--- src/rtl/stat_disp_ctrl_pkg.sv ---
// Shared selector codes, cathode patterns and helpers for the
// statistics display scheduler.
package stat_disp_ctrl_pkg;

  localparam logic [2:0] SEL_CYCLES  = 3'd0;
  localparam logic [2:0] SEL_UNCOND  = 3'd1;
  localparam logic [2:0] SEL_COND    = 3'd2;
  localparam logic [2:0] SEL_CONDSUC = 3'd3;
  localparam logic [2:0] SEL_SYSCALL = 3'd4;
  localparam logic [2:0] SEL_LAST    = 3'd4;

  // Active-low cathodes {dp, g..a}
  localparam logic [7:0] SEG_BLANK = 8'hFF;
  localparam logic [7:0] SEG_DASH  = 8'hBF;

  typedef enum logic [1:0] {
    BCD_IDLE,
    BCD_CONV,
    BCD_DONE
  } bcd_st_e;

  function automatic logic [2:0] next_sel(
    input logic [2:0] s
  );
    return (s == SEL_LAST) ? SEL_CYCLES : s + 3'd1;
  endfunction

  // Add-3 pass of double dabble over ten BCD digits
  function automatic logic [39:0] dd_adj(
    input logic [39:0] b
  );
    logic [39:0] r;
    logic [3:0]  n;
    r = b;
    for (int d = 0; d < 10; d++) begin
      n = b[4*d +: 4];
      if (n >= 4'd5) r[4*d +: 4] = n + 4'd3;
    end
    return r;
  endfunction

endpackage

--- src/rtl/stat_disp_ctrl_seg7_decode.sv ---
// Hex nibble to active-low seven-segment pattern (g..a).
// Ports: nib_i 4-bit value, seg_o 7-bit segments.
module seg7_decode (
  input  logic [3:0] nib_i,
  output logic [6:0] seg_o
);

  always_comb begin
    seg_o = 7'h7F;
    case (nib_i)
      4'h0: seg_o = 7'h40;
      4'h1: seg_o = 7'h79;
      4'h2: seg_o = 7'h24;
      4'h3: seg_o = 7'h30;
      4'h4: seg_o = 7'h19;
      4'h5: seg_o = 7'h12;
      4'h6: seg_o = 7'h02;
      4'h7: seg_o = 7'h78;
      4'h8: seg_o = 7'h00;
      4'h9: seg_o = 7'h10;
      4'hA: seg_o = 7'h08;
      4'hB: seg_o = 7'h03;
      4'hC: seg_o = 7'h46;
      4'hD: seg_o = 7'h21;
      4'hE: seg_o = 7'h06;
      4'hF: seg_o = 7'h0E;
      default: seg_o = 7'h7F;
    endcase
  end

endmodule

--- src/rtl/stat_disp_ctrl.sv ---
// Statistics display scheduler: selects a counter (button or
// auto-rotate), snapshots it per frame and scans it onto an
// 8-digit active-low seven-segment display.
// Ports: clk, rst (sync, active-high); five 32-bit counter
// sources; sel_btn (async button); auto_en; cur_sel; seg_an;
// seg_cat {dp, g..a}.
// Option: define STAT_DISP_BCD_EN for decimal display through a
// sequential double-dabble converter (hex display otherwise).
module stat_disp_ctrl
  import stat_disp_ctrl_pkg::*;
#(
  parameter int SCAN_DIV     = 100000,
  parameter int ROTATE_TICKS = 1000
) (
  input  logic        clk,
  input  logic        rst,
  input  logic [31:0] total_cycles,
  input  logic [31:0] uncondi_num,
  input  logic [31:0] condi_num,
  input  logic [31:0] condi_suc_num,
  input  logic [31:0] SyscallOut,
  input  logic        sel_btn,
  input  logic        auto_en,
  output logic [2:0]  cur_sel,
  output logic [7:0]  seg_an,
  output logic [7:0]  seg_cat
);

  localparam int CW = $clog2(SCAN_DIV);
  localparam int FW =
    (ROTATE_TICKS > 1) ? $clog2(ROTATE_TICKS) : 1;
  localparam logic [CW-1:0] CNT_LAST = CW'(SCAN_DIV - 1);
  localparam logic [FW-1:0] FC_LAST  = FW'(ROTATE_TICKS - 1);

  logic [CW-1:0] cnt_q, cnt_d;
  logic [2:0]    idx_q, idx_d;
  logic [FW-1:0] fc_q, fc_d;
  logic [2:0]    sel_q, sel_d;
  logic [7:0]    an_q, an_d;
  logic [7:0]    cat_q, cat_d;
  logic          s1_q, s2_q, prev_q;
  logic [31:0]   snap_q;

  logic          scan_tick, frame_b;
  logic          btn_evt, rot_evt;
  logic          dp_on;
  logic [31:0]   src;
  logic [3:0]    nib;
  logic [6:0]    seg;

  always_comb begin
    src = 32'd0;
    case (sel_q)
      SEL_CYCLES:  src = total_cycles;
      SEL_UNCOND:  src = uncondi_num;
      SEL_COND:    src = condi_num;
      SEL_CONDSUC: src = condi_suc_num;
      SEL_SYSCALL: src = SyscallOut;
      default:     src = 32'd0;
    endcase
  end

  assign nib = snap_q[{idx_q, 2'b00} +: 4];

  seg7_decode u_dec (
    .nib_i (nib),
    .seg_o (seg)
  );

  always_comb begin
    scan_tick = (cnt_q == CNT_LAST);
    frame_b   = scan_tick && (idx_q == 3'd7);
    btn_evt   = s2_q && !prev_q;
    rot_evt   = frame_b && auto_en && (fc_q == FC_LAST);

    cnt_d = scan_tick ? '0 : cnt_q + 1'b1;
    idx_d = scan_tick ? idx_q + 3'd1 : idx_q;

    fc_d = fc_q;
    if (!auto_en)     fc_d = '0;
    else if (rot_evt) fc_d = '0;
    else if (frame_b) fc_d = fc_q + 1'b1;

    // Simultaneous button and rotate events still step once
    sel_d = (btn_evt || rot_evt) ? next_sel(sel_q) : sel_q;

    // Anode and cathode latch the digit being left behind,
    // so both move together one cycle after scan_tick
    an_d  = scan_tick ? ~(8'd1 << idx_q) : an_q;
    cat_d = scan_tick ? {~dp_on, seg} : cat_q;
  end

  always_ff @(posedge clk) begin
    if (rst) begin
      cnt_q  <= '0;
      idx_q  <= '0;
      fc_q   <= '0;
      sel_q  <= SEL_CYCLES;
      an_q   <= 8'hFF;
      cat_q  <= SEG_BLANK;
      s1_q   <= 1'b0;
      s2_q   <= 1'b0;
      prev_q <= 1'b0;
    end else begin
      cnt_q  <= cnt_d;
      idx_q  <= idx_d;
      fc_q   <= fc_d;
      sel_q  <= sel_d;
      an_q   <= an_d;
      cat_q  <= cat_d;
      s1_q   <= sel_btn;
      s2_q   <= s1_q;
      prev_q <= s2_q;
    end
  end

`ifdef STAT_DISP_BCD_EN

  bcd_st_e     st_q;
  logic [31:0] bin_q;
  logic [39:0] bcd_q;
  logic [39:0] bcd_adj;
  logic [4:0]  step_q;
  logic        ovf_q;

  assign bcd_adj = dd_adj(bcd_q);
  assign dp_on   = ovf_q && (idx_q == 3'd7);

  // Boundaries seen outside IDLE are dropped; the old
  // snapshot keeps showing until DONE reloads it
  always_ff @(posedge clk) begin
    if (rst) begin
      st_q   <= BCD_IDLE;
      bin_q  <= '0;
      bcd_q  <= '0;
      step_q <= '0;
      snap_q <= '0;
      ovf_q  <= 1'b0;
    end else begin
      case (st_q)
        BCD_IDLE: begin
          if (frame_b) begin
            bin_q  <= src;
            bcd_q  <= '0;
            step_q <= '0;
            st_q   <= BCD_CONV;
          end
        end
        BCD_CONV: begin
          bcd_q  <= {bcd_adj[38:0], bin_q[31]};
          bin_q  <= {bin_q[30:0], 1'b0};
          step_q <= step_q + 5'd1;
          if (step_q == 5'd31) st_q <= BCD_DONE;
        end
        BCD_DONE: begin
          snap_q <= bcd_q[31:0];
          ovf_q  <= |bcd_q[39:32];
          st_q   <= BCD_IDLE;
        end
        default: st_q <= BCD_IDLE;
      endcase
    end
  end

  // Conversion must finish within one frame
  always_ff @(posedge clk) begin
    if (!rst)
      assert (SCAN_DIV * 8 > 34)
        else $error("SCAN_DIV too small for BCD");
  end

`else

  assign dp_on = 1'b0;

  always_ff @(posedge clk) begin
    if (rst)          snap_q <= '0;
    else if (frame_b) snap_q <= src;
  end

`endif

  assign cur_sel = sel_q;
  assign seg_an  = an_q;
  assign seg_cat = cat_q;

endmodule

--- config.mk ---
export PLATFORM = sky130hd
export DESIGN_NAME = stat_disp_ctrl
export DESIGN_NICKNAME = d
export VERILOG_FILES = /design/src/rtl/stat_disp_ctrl_pkg.sv /design/src/rtl/stat_disp_ctrl_seg7_decode.sv /design/src/rtl/stat_disp_ctrl.sv
export SDC_FILE = /design/constraint.sdc
export NUM_CORES = 1
export LEC_CHECK = 0
export CORE_MARGIN = 4
export CORE_UTILIZATION = 40
export CTS_CLUSTER_SIZE = 24
export DETAILED_ROUTE_END_ITERATION = 8
export PLACE_DENSITY = 0.75
export SETUP_SLACK_MARGIN = 0.02
export SYNTH_ARGS = -nofsm -noshare
export SYNTH_HDL_FRONTEND = slang
export SYNTH_SLANG_ARGS = --single-unit
--- constraint.sdc ---
create_clock -name clk -period 2.69 [get_ports clk]
set_input_delay 0.6725 -clock clk [delete_from_list [all_inputs] [get_ports clk]]
set_output_delay 0.6725 -clock clk [all_outputs]
set_load 0.02 [all_outputs]
==> results of run 1 <==
[flip-flops by register name (all words and copies together) (netlist names)]
signal	cells
snap_q	32
cnt_q	17
fc_q	10
seg_an	8
seg_cat	7
cur_sel	3
idx_q	3
prev_q	1
s1_q	1
s2_q	1
[kinds of logic (layout without fill, tap and decap cells)]
group / count (synthesis) / after routing
buffers and inverters: 57 / 228
xor gates and xnor gates: 21 / 21
DFF: 83 / 83
other: 1 / 3
adders and majority gates: 19 / 19
AOI/OAI and AO/OA: 139 / 139
muxes: 14 / 14
and+or+nand+nor: 221 / 221
[layer usage]
layer	vias to the layer above	part of all wire	track usage	wire, um
li1	2395	-	-	-
met1	2374	0.42	0.315	6940
met2	248	0.47	0.389	7830
met3	28	0.075	0.0580	1250
met4	0	0.033	0.0889	544
met5	-	0	0	0
[repair_timing]
| item | 4_1_cts | 5_1_grt |
|---|---|---|
| buffers inserted | 0 | 1 |
| hold buffers | 0 | 0 |
| endpoints found under the setup margin | 0 | 1 |
[power breakdown]
part | switching, W | internal (W)
combinational | 0.000135 | 0.000261
sequential | 0.00000676 | 0.00124
clock | 0.000465 | 0.000645
[cell usage after synthesis, drive strengths merged (8+ instances only)]
cell,n,share of area
a222oi,32,0.069
a22oi,32,0.052
and3,11,0.015
nor3,34,0.037
nand3,11,0.012
a21oi,12,0.013
o21ai,49,0.053
ha,19,0.051
clkbuf,33,0.027
xnor2,9,0.017
mux4,8,0.039
dfxtp,83,0.36
buf,11,0.014
nor2,101,0.082
xor2,12,0.023
nand4,11,0.015
inv,13,0.011
nand2,19,0.015
[metrics by stage]
step | instance area (um^2) | cells
CTS | 6850 | 868
detailed placement | 6590 | 853
finish | 6860 | 871
floorplan | 4630 | 555
global route | 6860 | 871
global placement | 6590 | 853
[cell type report]
| class | count | area [um^2] |
|---|---|---|
| multi-input combinational | 415 | 2740 |
| sequential | 83 | 1660 |
| antenna | 2 | 5.00 |
| clock buffer | 13 | 250 |
| clock inverter | 2 | 12.5 |
| timing repair buffer | 200 | 1970 |
| tap | 143 | 179 |
| fill | 1012 | 4510 |
| inverter | 13 | 48.8 |
[how the worst max path moves through the flow]
stage                     startpoint    endpoint  slack, ps  depth (start not counted)
final                     cur_sel[0]  snap_q[16]        210                          6
after global routing      cur_sel[0]  snap_q[15]        180                          8
after CTS                   cnt_q[6]  cur_sel[0]        240                          5
after detailed placement    cnt_q[6]  cur_sel[0]        260                          5
after global placement      cnt_q[6]  cur_sel[0]        380                          5
after floorplan             idx_q[0]  seg_cat[4]        220                          7
[worst reg2reg max path: cells and delay by family, from the launching register on]
kind,cells,cell delay (ps)
DFF,1,440
and+or+nand+nor,2,260
AOI/OAI and AO/OA,2,550
adders and majority gates,2,1150
==> flow_metrics.tcl, run 1 <==
set metrics [dict create \
    status "finished, final reports clean" \
    synth_cell_types 50 \
    grtUsageTotal 0.241 \
    avgViaCountPerCell 5.79 \
    whs_ps 451 \
    crit_path_start_kind "flop" \
    routed_wl_um 16600 \
    syn_area_um2 4630 \
    synth_adder_area_share 0.0513 \
    worstSetupEndpointType "flop" \
    worst_slack_ps 208 \
    max_freq_mhz 403 \
    hold_depth 1 \
    gp_congestion 0.913 \
    worstPathRequired_ps 2940 \
    worst_path_largest_cell_delay_ps 950 \
    synthFlopType "dfxtp_1" \
    synth_top_family_by_area "simple AND/OR/NAND/NOR gates" \
    reg2reg_from "cur_sel[0]" \
    path_max_fanout 32 \
    rsz0062_at_grt "false" \
    syn_inst 555 \
    drive_above_1_share 0.0634 \
    synth-xor-area-share 0.0397 \
    reg2reg_to "snap_q[16]" \
    wire_per_inst_um 19.0 \
    clock_latency_ps 330 \
    grt_remaining_overflow 0 \
    htreeDepth 3 \
    synthArstFlopShare 0 \
    antenna_found_initial 2 \
    dp_hpwl_um 12900 \
    leakagePower_nw 2.46 \
    slew_viol_final 0 \
    dieArea_um2 13400 \
    synth-seq-area-share 0.359 \
    ys_ff_latch 83 \
    die_w_um 116 \
    finish.utilization 0.604 \
    ctsRootBufferMaster "clkbuf_16" \
    layout_commonest_cell "clkdlybuf4s50_1" \
    cp_common_cell "ha_1" \
    place.port_buffers 181 \
    cts_resized 0 \
    slew_headroom 0.194 \
    drtPass1Iterations 8 \
    fin_crit_ps 2480 \
    maxCapViolCount 0 \
    vdd_ir_drop_max_mv 0.292 \
    ys_warn_count 0 \
    clkSlewWorstSetupHoldPaths_ps 60 \
    core_area_um2 11400 \
    drtIter0Drc 695 \
    grt_pass1_vias 4957 \
    worst_slew_pin_slew_ps 1210 \
    die-height_um 116 \
    muxShareOfSynthArea 0.0546 \
    final_cell_mix "clkdlybuf4s50_1 (181), nor2_1 (101), dfxtp_1 (83)" \
    cts_tree "yes" \
    rows 39 \
    total_power_w 0.00275 \
    critPathBufInv 0 \
    final_nets 905 \
    dp_slack_ps 262 \
    min_from "s1_q" \
    power_density_nw_per_um2 400 \
    grt_pass1_wl_um 25500 \
    regToRegSetupSlack_ps 210 \
    min_to "s2_q" \
    path_cells "ha_1 -> ha_1 -> a222oi_1 -> o21ai_0 -> nor2_1 -> nor3_1" \
    setup_viol 0 \
    cp_slowest_cell "ha_1" \
    drc 0 \
    syn2layout_area_growth_pct 48.1 \
    synthSimpleGateAreaFrac 0.231 \
    cts_made_buffers 9 \
    avgSynthCellArea_um2 8.35 \
    rr_worst_depth 6 \
    finalSetupTns_ps 0 \
    fin_crit_sh 0.923 \
    synthesis.nets 738 \
    skew_ps 8.55 \
    crit_family "adder cells" \
    arrival_ps 2730 \
    critPathKind "reg2reg" \
    hold_viol 0 \
    grt_max_degree 44 \
    synth-edff-count 0 \
    min_path_type "reg2reg" \
    vias 5045 \
    ant_nets 0 \
    synth-compound-area-share 0.213 \
    cts_buffer_depth 2 \
    ios 183 \
    clock-sinks 83 \
    initial_core_util 0.408 \
]
No activity file was read; power rests on OpenSTA's default activity.
==> inputs of run 2 (changes only) <==
--- a/config.mk
+++ b/config.mk
@@ -9,7 +9,7 @@
 export CORE_UTILIZATION = 40
 export CTS_CLUSTER_SIZE = 24
 export DETAILED_ROUTE_END_ITERATION = 8
-export PLACE_DENSITY = 0.75
+export PLACE_DENSITY = 0.78
 export SETUP_SLACK_MARGIN = 0.02
 export SYNTH_ARGS = -nofsm -noshare
 export SYNTH_HDL_FRONTEND = slang
==> constraint.sdc (replaced) <==
create_clock -name clk -period 2 [get_ports clk]
set_input_delay 0.5 -clock clk [delete_from_list [all_inputs] [get_ports clk]]
set_output_delay 0.5 -clock clk [all_outputs]
set_load 0.02 [all_outputs]
==> flow_metrics.tcl, run 2 (synthesis results as in run 1) <==
set metrics [dict create \
    status "finished, violations left" \
    violations "setup timing" \
    core_area_um2 11400 \
    layout.cells.non_filler 913 \
    setup_viol 50 \
    drive_above_1_share 0.181 \
    grt_pass1_vias 5425 \
    final_nets 948 \
    skew_ps 5.19 \
    fin_crit_ps 2200 \
    clock_latency_ps 340 \
    vdd_ir_drop_max_mv 0.499 \
    antenna_found_initial 0 \
    drtPass1Iterations 8 \
    final_cell_mix "clkdlybuf4s50_1 (180), nor2_1 (94), dfxtp_1 (80)" \
    arrival_ps 2430 \
    top_register "snap_q" \
    slew_headroom 0.547 \
    max_freq_mhz 454 \
    wire_per_inst_um 19.8 \
    rows 39 \
    placedCellCount 879 \
    worst_path_largest_cell_delay_ps 540 \
    cts_buffer_depth 2 \
    drc 0 \
    place.port_buffers 181 \
    clkSlewWorstSetupHoldPaths_ps 60 \
    grt_max_degree 44 \
    grt_remaining_overflow 0 \
    initial_core_util 0.408 \
    htreeDepth 3 \
    diodes 0 \
    dp_slack_ps -239 \
    grt_pass1_wl_um 27900 \
    leakagePower_nw 2.80 \
    crit_path_start_kind "flop" \
    syn2layout_area_growth_pct 65.8 \
    routed_wl_um 18100 \
    fin_crit_sh 1.10 \
    maxCapViolCount 0 \
    vias 5332 \
    dp_hpwl_um 13300 \
    cts_tree "yes" \
    ios 183 \
    ant_nets 0 \
    cts_made_buffers 9 \
    hold_viol 0 \
    clock-sinks 83 \
    slew_viol_final 0 \
    reg.largest.list "snap_q x32, cnt_q x17, fc_q x10" \
    cp_slowest_cell "or4bb_4" \
    die_w_um 116 \
    die-height_um 116 \
    holdBufCountCts 0 \
    worstSetupEndpointType "flop" \
    whs_ps 440 \
    min_path_type "reg2reg" \
    worstPathRequired_ps 2230 \
    gp_congestion 0.867 \
    critPathKind "reg2reg" \
    avgViaCountPerCell 5.84 \
    worst_slack_ps -201 \
    drtIter0Drc 689 \
    path_cells "or4bb_4 -> nor4_4 -> buf_4 -> nand4_1 -> and2_4 -> a31o_1" \
    ctsRootBufferMaster "clkbuf_16" \
    largest_reg_flops 32 \
    layout_commonest_cell "clkdlybuf4s50_1" \
    path_max_fanout 5 \
    grtUsageTotal 0.263 \
    power_density_nw_per_um2 528 \
    rsz0062_at_grt "true" \
    dieArea_um2 13400 \
    worst_slew_pin_slew_ps 677 \
]
==> run 2: cell types whose count changed in the layout (fill, tap and decap cells not counted), sizes merged <==
cell	delta
buf	+42
bufinv	+2
clkdlybuf4s50	-1
diode	-2
dlygate4sd2	+1
==> run 2: metal layers <==
metal | vias to the layer above | track usage | wire length, um
met5 | - | 0 | 0
met3 | 49 | 0.0590 | 1450
li1 | 2485 | - | -
met4 | 0 | 0.0781 | 525
met1 | 2516 | 0.319 | 6860
met2 | 282 | 0.467 | 9210
==> run 2: cell type report <==
cell class                 instances  area (um^2)
timing repair buffer             243         2460
clock inverter                     4         72.6
multi-input combinational        415         2990
inverter                          13         51.3
tap                              143          179
sequential                        83         1670
clock buffer                      12          256
fill                             905         3690
==> run 2: timing repair <==
item,4_1_cts,5_1_grt
setup endpoints to repair,53,53
pin swaps,12,18
resized for setup,37,34
gates cloned,3,0
buffers inserted,9,7
==> run 2: stage by stage <==
| stage | setup TNS (ps) | total power, W | area (um^2) | util |
|---|---|---|---|---|
| after detailed placement | -6070 | 0.00225 | 6890 | 0.606 |
| after global placement | -2630 | 0.00224 | 6890 | 0.606 |
| final | -5510 | 0.00406 | 7680 | 0.676 |
| after global routing | -11130 | 0.00417 | 7680 | 0.676 |
| after CTS | -4680 | 0.00405 | 7500 | 0.660 |
| after floorplan | -224 | 0.00185 | 4680 | - |
==> run 2: final timing paths <==
path / from / to / slack [ps] / depth (start not counted)
worst min register to register: s1_q / s2_q / 440 / 1
worst max register to register: cnt_q[16] / cur_sel[0] / -200 / 6
worst min-delay path: s1_q / s2_q / 440 / 1
worst max-delay path: cnt_q[16] / cur_sel[0] / -200 / 6
==> run 2: worst max-delay path: cells and delay by family (launching register included) <==
family | cells | cell delay, ps
AO/OA/AOI/OAI | 1 | 210
buffers and inverters | 1 | 190
flip-flops | 1 | 340
AND/OR/NAND/NOR | 4 | 1350
==> run 2: power breakdown <==
group	internal (W)	total (W)	leakage, nW	switching, W
clock network	0.00116	0.00183	0.159	0.000673
logic	0.000366	0.000556	1.97	0.000190
registers	0.00166	0.00167	0.672	0.00000549
total	0.00319	0.00406	2.80	0.000869
